**src/rtl/dbg_hex_pager.sv**
```systemverilog
// Debug-word pager for a bank of active-low 7-segment digits.
// Words are grouped into pages; a debounced button or a timer steps pages, hold freezes the values.
module dbg_hex_pager #(
    parameter int NUM_WORDS   = 4,
    parameter int WORD_W      = 16,
    parameter int NUM_DIGITS  = 8,
    parameter int DB_CYCLES   = 8333,
    parameter int AUTO_CYCLES = 8333333,
    localparam int DPW        = WORD_W / 4,
    localparam int WPP        = NUM_DIGITS / DPW,
    localparam int NUM_PAGES  = (NUM_WORDS + WPP - 1) / WPP,
    localparam int PG_W       = (NUM_PAGES > 1) ? $clog2(NUM_PAGES) : 1
) (
    input  logic                          pgr_clk_i,
    input  logic                          pgr_rstn_i,
    input  logic [NUM_WORDS*WORD_W-1:0]   pgr_words_i,
    input  logic                          pgr_nextn_i,
    input  logic                          pgr_auto_i,
    input  logic                          pgr_hold_i,
    output logic [NUM_DIGITS*7-1:0]       pgr_segs_o,
    output logic [PG_W-1:0]               pgr_page_o,
    output logic                          pgr_press_o
);

    localparam int DB_W   = $clog2(DB_CYCLES);
    localparam int AUTO_W = $clog2(AUTO_CYCLES);
    localparam int PG_N   = 2 ** PG_W;

    function automatic logic [6:0] glyph(input logic [3:0] nib);
        case (nib)
            4'h0: glyph = 7'h40;
            4'h1: glyph = 7'h79;
            4'h2: glyph = 7'h24;
            4'h3: glyph = 7'h30;
            4'h4: glyph = 7'h19;
            4'h5: glyph = 7'h12;
            4'h6: glyph = 7'h02;
            4'h7: glyph = 7'h78;
            4'h8: glyph = 7'h00;
            4'h9: glyph = 7'h10;
            4'hA: glyph = 7'h08;
            4'hB: glyph = 7'h03;
            4'hC: glyph = 7'h46;
            4'hD: glyph = 7'h21;
            4'hE: glyph = 7'h06;
            default: glyph = 7'h0E;
        endcase
    endfunction

    logic                        sync1_q, sync1_d;
    logic                        sync2_q, sync2_d;
    logic                        db_lvl_q, db_lvl_d;
    logic [DB_W-1:0]             db_cnt_q, db_cnt_d;
    logic                        press_q, press_d;
    logic [AUTO_W-1:0]           auto_cnt_q, auto_cnt_d;
    logic                        auto_tick;
    logic [PG_W-1:0]             page_q, page_d;
    logic [NUM_WORDS*WORD_W-1:0] snap_q, snap_d;
    logic [NUM_DIGITS*7-1:0]     segs_q, segs_d;

    // Every possible page is rendered in parallel; slots past the last word (and unused
    // page codes when NUM_PAGES is not a power of two) are tied to blank.
    logic [PG_N-1:0][NUM_DIGITS*7-1:0] page_segs;

    for (genvar p = 0; p < PG_N; p++) begin : g_page
        for (genvar d = 0; d < NUM_DIGITS; d++) begin : g_dig
            localparam int W = p * WPP + d / DPW;
            if (W < NUM_WORDS) begin : g_live
                assign page_segs[p][d*7 +: 7] = glyph(snap_q[W*WORD_W + (d % DPW)*4 +: 4]);
            end else begin : g_blank
                assign page_segs[p][d*7 +: 7] = 7'h7F;
            end
        end
    end

    always_comb begin
        sync1_d  = pgr_nextn_i;
        sync2_d  = sync1_q;

        db_lvl_d = db_lvl_q;
        db_cnt_d = '0;
        press_d  = 1'b0;
        if (sync2_q != db_lvl_q) begin
            if (db_cnt_q == DB_W'(DB_CYCLES - 1)) begin
                db_lvl_d = sync2_q;
                press_d  = ~sync2_q;
            end else begin
                db_cnt_d = db_cnt_q + DB_W'(1);
            end
        end

        // A press restarts the timer, so a coincident tick and press yield one advance.
        auto_tick = pgr_auto_i && (auto_cnt_q == AUTO_W'(AUTO_CYCLES - 1));
        if (!pgr_auto_i || press_q || auto_tick) begin
            auto_cnt_d = '0;
        end else begin
            auto_cnt_d = auto_cnt_q + AUTO_W'(1);
        end

        page_d = page_q;
        if (press_q || auto_tick) begin
            page_d = (page_q == PG_W'(NUM_PAGES - 1)) ? '0 : page_q + PG_W'(1);
        end

        snap_d = pgr_hold_i ? snap_q : pgr_words_i;
        segs_d = page_segs[page_q];
    end

    always_ff @(posedge pgr_clk_i or negedge pgr_rstn_i) begin
        if (!pgr_rstn_i) begin
            sync1_q    <= 1'b1;
            sync2_q    <= 1'b1;
            db_lvl_q   <= 1'b1;
            db_cnt_q   <= '0;
            press_q    <= 1'b0;
            auto_cnt_q <= '0;
            page_q     <= '0;
            snap_q     <= '0;
            segs_q     <= '1;
        end else begin
            sync1_q    <= sync1_d;
            sync2_q    <= sync2_d;
            db_lvl_q   <= db_lvl_d;
            db_cnt_q   <= db_cnt_d;
            press_q    <= press_d;
            auto_cnt_q <= auto_cnt_d;
            page_q     <= page_d;
            snap_q     <= snap_d;
            segs_q     <= segs_d;
        end
    end

    assign pgr_segs_o  = segs_q;
    assign pgr_page_o  = page_q;
    assign pgr_press_o = press_q;

endmodule

```
**config.mk**
```make
export PLATFORM = sky130hd
export DESIGN_NAME = dbg_hex_pager
export DESIGN_NICKNAME = d
export VERILOG_FILES = /design/src/rtl/dbg_hex_pager.sv
export SDC_FILE = /design/constraint.sdc
export NUM_CORES = 1
export LEC_CHECK = 0
export ABC_CLOCK_PERIOD_IN_PS = 1800
export CELL_PAD_IN_SITES_DETAIL_PLACEMENT = 1
export CELL_PAD_IN_SITES_GLOBAL_PLACEMENT = 2
export CORE_UTILIZATION = 32
export DETAILED_ROUTE_END_ITERATION = 16
export PLACE_DENSITY_LB_ADDON = 0.1
export SYNTH_ARGS = -nofsm -noshare
export SYNTH_HDL_FRONTEND = slang
export SYNTH_SLANG_ARGS = --single-unit
export TNS_END_PERCENT = 30
```
**constraint.sdc**
```tcl
create_clock -name pgr_clk_i -period 1.8 [get_ports pgr_clk_i]
set_input_delay 0.27 -clock pgr_clk_i [delete_from_list [all_inputs] [get_ports pgr_clk_i]]
set_output_delay 0.27 -clock pgr_clk_i [all_outputs]
set_load 0.02 [all_outputs]
```
* Word-level counts from Yosys, hierarchy flattened
Memories as Yosys holds them, arrays and structs flattened. Cells that the tools add are included.
Storage, ports and cells: bits in registers 162, memories kept 16, output and inout bits 58, word-level logic and storage cells 47, ROM bits 1792
Cells by class: add/subtract/negate cells 3, $lt $le $gt $ge 1, equality and inequality tests 3, reductions and logical operators 6, bitwise operators 1, mux-type cells 8
Memories:
- (name not given) | words 16, bits a word 7, read ports 1, clocked after memory_dff 0, write ports 0, line 30 | case (nib)
- (name not given) | words 16, bits a word 7, read ports 1, clocked after memory_dff 0, write ports 0, line 30
- (name not given) | words 16, bits a word 7, read ports 1, clocked after memory_dff 0, write ports 0, line 30
- (name not given) | words 16, bits a word 7, read ports 1, clocked after memory_dff 0, write ports 0, line 30
- (name not given) | words 16, bits a word 7, read ports 1, clocked after memory_dff 0, write ports 0, line 30
- (name not given) | words 16, bits a word 7, read ports 1, clocked after memory_dff 0, write ports 0, line 30
- 10 more memories
Operator list (number):
- 56-bit 2-to-1 mux | 2
- 14-bit 2-to-1 mux | 2
- 23-bit by 1-bit adder with 23-bit output (second input constant) | 1
- 23-bit equality test (second input constant) | 1
- 23-bit 2-to-1 mux | 1
- 14-bit by 1-bit adder with 14-bit output (second input constant) | 1
- 14-bit equality test (second input constant) | 1
- 1-bit logical OR | 3
- 1-bit 2-to-1 mux | 3
- 1-bit by 2-bit less-than comparator with 1-bit output (second input constant) | 1
- 2-bit AND reduction | 1
- 1-bit adder (second input constant) | 1
- 1-bit logical AND | 1
- 1-bit logical NOT | 1
- 1-bit != test | 1
- 1-bit inverter | 1

* Logic depth before layout (Yosys ltp)
depth in word-level cells 4, depth in mapped cells 7, depth with buffers taken out 6

* Least setup slack after synthesis
No wires, ideal clock.
path kind register to register, from reg auto_cnt_q[0], to reg auto_cnt_q[22], setup time 73 ps, cell stages (with the launch flop) 7, buffers on the path 1, arrival time 1851 ps, required time 1727 ps, slack -124 ps, cell sequence dfrtp_1 -> ha_1 -> nand4_2 -> or4_1 -> buf_2 -> or3_1 -> a21oi_2
On the way: cells in the longest elaborated chain, start to end 4
Ends and longest elaborated chain:
- start, declared | line 55 | logic [AUTO_W-1:0] auto_cnt_q, auto_cnt_d;
- start signal, assigned | line 126 | auto_cnt_q <= auto_cnt_d;
- parallel branches: the longest is 3 deep, another holds 23-bit by 1-bit adder with 23-bit output
- 23-bit 2-to-1 mux * | line 94 | if (!pgr_auto_i || press_q || auto_tick) begin
- via auto_cnt_d[22] | line 55
Mark *: on every way through the listed nets, which the timed path passes. A chain may end at the register's enable or synchronous reset.

* Worst setup path in the final report
from reg auto_cnt_q[3], to reg auto_cnt_q[20]
Same word-level chain as after synthesis.

==> impl_metrics.toml <==
[clock_tree]
cts.sinks = 162
cts_tree = "done"
path_clk_slew_ns = 0.07
cts.path.max_buffers = 2
insertion_delay_ns = 0.44
cts_root_buf = "clkbuf_16"
h-tree-depth = 4
numCtsBuffers = 17

[timing]
worst_pin_slew_ns = 0.513
final.setup_skew_ns = 0.00700
setup_viol = 0
period_minus_slack_ns = 1.77
fmax_mhz = 565
maxSlewViolCount = 0
tns_ns = 0
max_slew_margin = 0.658
finalHoldViolCount = 0
min_period_over_period = 0.984
rsz0062_at_grt = "true"

[synth]
ys_async_sr_fraction = 1.00
seq_area_frac_synth = 0.404
syn_area_um2 = 10200
postSynth.topFlopCell = "dfrtp_1"
synth.most_common_cell = "dfrtp_1"
synthTopCellsByCount = "dfrtp_1, ha_1, nor2_1"
netlist.area_leader.share = 0.253
yosysUniqueCellTypes = 45
synth_seq_cells = 162
postSynthAreaPerCell_um2 = 9.73
synth_area_leaders = "dfrtp_1, dfstp_2, ha_1"
synth_edf_count = 0
syn_nets = 1218
synth_top_cell_by_area = "dfrtp_1"
synth_warnings = 0
synthCells = 1049

[run]
cap_violations = 0

[die]
start_util = 0.324
fp.dieH_um = 181
dieArea_um2 = 32600
fp-row-count = 65
core_um2 = 31500
die_w_um = 181
ioPinCount = 127

[place]
routabilityCongestion = 0.782
dp_hpwl_um = 19600
port_buffers = 126

[pwr]
p_int_uw = 7710
combinationalPowerShare = 0.235
worst_ir_drop_vdd_mv = 0.679
p_sw_uw = 3350
p_leak_uw = 0.00578
power_frac_seq = 0.413
switching_share = 0.303
p_clk_frac = 0.351
power_per_cell_area_nw_per_um2 = 850

[grt]
grt_pass1_wl_um = 44200
grt_overflow = 0
grt_antenna_before_repair = 3
grt_util_all_layers = 0.169
grt_pass1_vias = 8430
grt_max_degree = 50

[detailed_routing]
vias = 8033
drt_wl_total_um = 26600
drtIter0Drc = 326
wire_per_inst_um = 16.4
antenna_left = 0
dr.pass1.iters = 4
drc = 0
vias_per_cell = 4.95

[hold_path]
hp-class = "input pin to register"

[critical_path]
worst_path_largest_cell_delay_ns = 0.59
end_kind = "register"
crit_type = "register to register"
cp_max_fo = 6
critPathTopFamily = "simple AND/OR/NAND/NOR gates"
crit_path_start_kind = "register"
worstPathArrival_ns = 2.14
cpMaxStageDelayCell = "or4_4"
cp_cell_sequence = "buf_4 > nand4_4 > or4_4 > or3_4 > a21oi_2"
path_buf_inv = 1
required_ns = 2.16

[cells_and_area]
area_delta_synth_final_pct = 27.4
fin_nets = 1375
drive_gt1_frac = 0.212
fin_util = 0.413

[outcome]
status = "complete, no violations"
[timing repair]
action,4_1_cts,5_1_grt
buffers inserted,1,2
pin swaps,0,6
endpoints found under the hold margin,26,0
hold buffers,1,0
resized for setup,61,8
endpoints found under the setup margin,81,23
[worst paths after layout]
check                                              from                        to  slack (ns)  cells after the start
worst max register to register  auto_cnt_q[3]$_DFF_PN0_  auto_cnt_q[20]$_DFF_PN0_        0.03                      5
min in group asynchronous                    pgr_rstn_i  auto_cnt_q[22]$_DFF_PN0_        0.31                      2
worst min register to register        sync1_q$_DFF_PN1_         sync2_q$_DFF_PN1_        0.38                      0
worst max-delay path            auto_cnt_q[3]$_DFF_PN0_  auto_cnt_q[20]$_DFF_PN0_        0.03                      5
max in group asynchronous                    pgr_rstn_i  pgr_segs_o[21]$_DFF_PN1_        0.80                      3
worst min-delay path                        pgr_nextn_i         sync1_q$_DFF_PN1_        0.26                      1
[layout make-up]
| cell class | count | area (um2) |
|---|---|---|
| clock inverter | 8 | 125 |
| sequential | 162 | 4130 |
| timing repair buffer | 194 | 1810 |
| inverter | 67 | 251 |
| antenna | 1 | 2.50 |
| tap | 402 | 503 |
| multi-input combinational | 764 | 5680 |
| fill | 3553 | 18500 |
| clock buffer | 24 | 492 |
[metrics by stage]
step	area, um2	hold WS, ns	std cells	worst slack (ns)	total power [uW]
after global routing	13000	0.238	1621	-0.0236	11700
after floorplan	10200	-0.0256	1049	0.000362	6220
after detailed placement	12400	0.219	1585	-0.0488	7440
final	13000	0.264	1622	0.0287	11100
after CTS	13000	0.226	1619	0.00252	11300
after global placement	12400	0.215	1585	-0.0342	7430
[cell usage in the layout (no fill, tap or decap), drive strengths merged, types with 17 or more instances in the layout]
master,n
dfstp,59
nor2,99
nor3,23
clkbuf,24
xnor2,17
dfrtp,103
a31oi,24
clkdlybuf4s50,67
ha,100
dlygate4sd2,57
o21ai,42
a21oi,65
nand3,31
mux2,65
nand2b,51
buf,69
mux2i,30
inv,67
a211oi,26
nand2,66
[routing by layer]
layer	track usage	routed length [um]
met1	0.227	13000
met5	0	23
met4	0.0352	199
met3	0.0424	817
met2	0.275	12500
[worst reg2reg max path: stages, from the launching register on]
cell and delay (ns):
dfrtp_1 0.35, buf_4 0.16, nand4_4 0.11, or4_4 0.59
or3_4 0.35, a21oi_2 0.14
[kinds of logic after synthesis]
logic type,after synthesis,synth area share
multiplexers,103,0.119
flip-flops,162,0.404
XOR/XNOR,25,0.0215
adder cells (fa/ha/maj),100,0.123
AO/OA/AOI/OAI,205,0.127
buffers and inverters,123,0.0470
AND/OR/NAND/NOR,331,0.159
[power groups by stage]
stage	Sequential, uW	Combinational [uW]	Clock, uW
floorplan	4760	1460	0
global placement	4650	2780	0
detailed placement	4650	2790	0
CTS	4580	2660	4050
global route	4650	2910	4160
finish	4570	2600	3890
[flip-flops by register name (all words and copies together), names as in the netlist, 14 cells and up]
signal and cells:
db_cnt_q 14, snap_q 64, auto_cnt_q 23, pgr_segs_o 56
No activity file was read; power rests on OpenSTA's default activity.
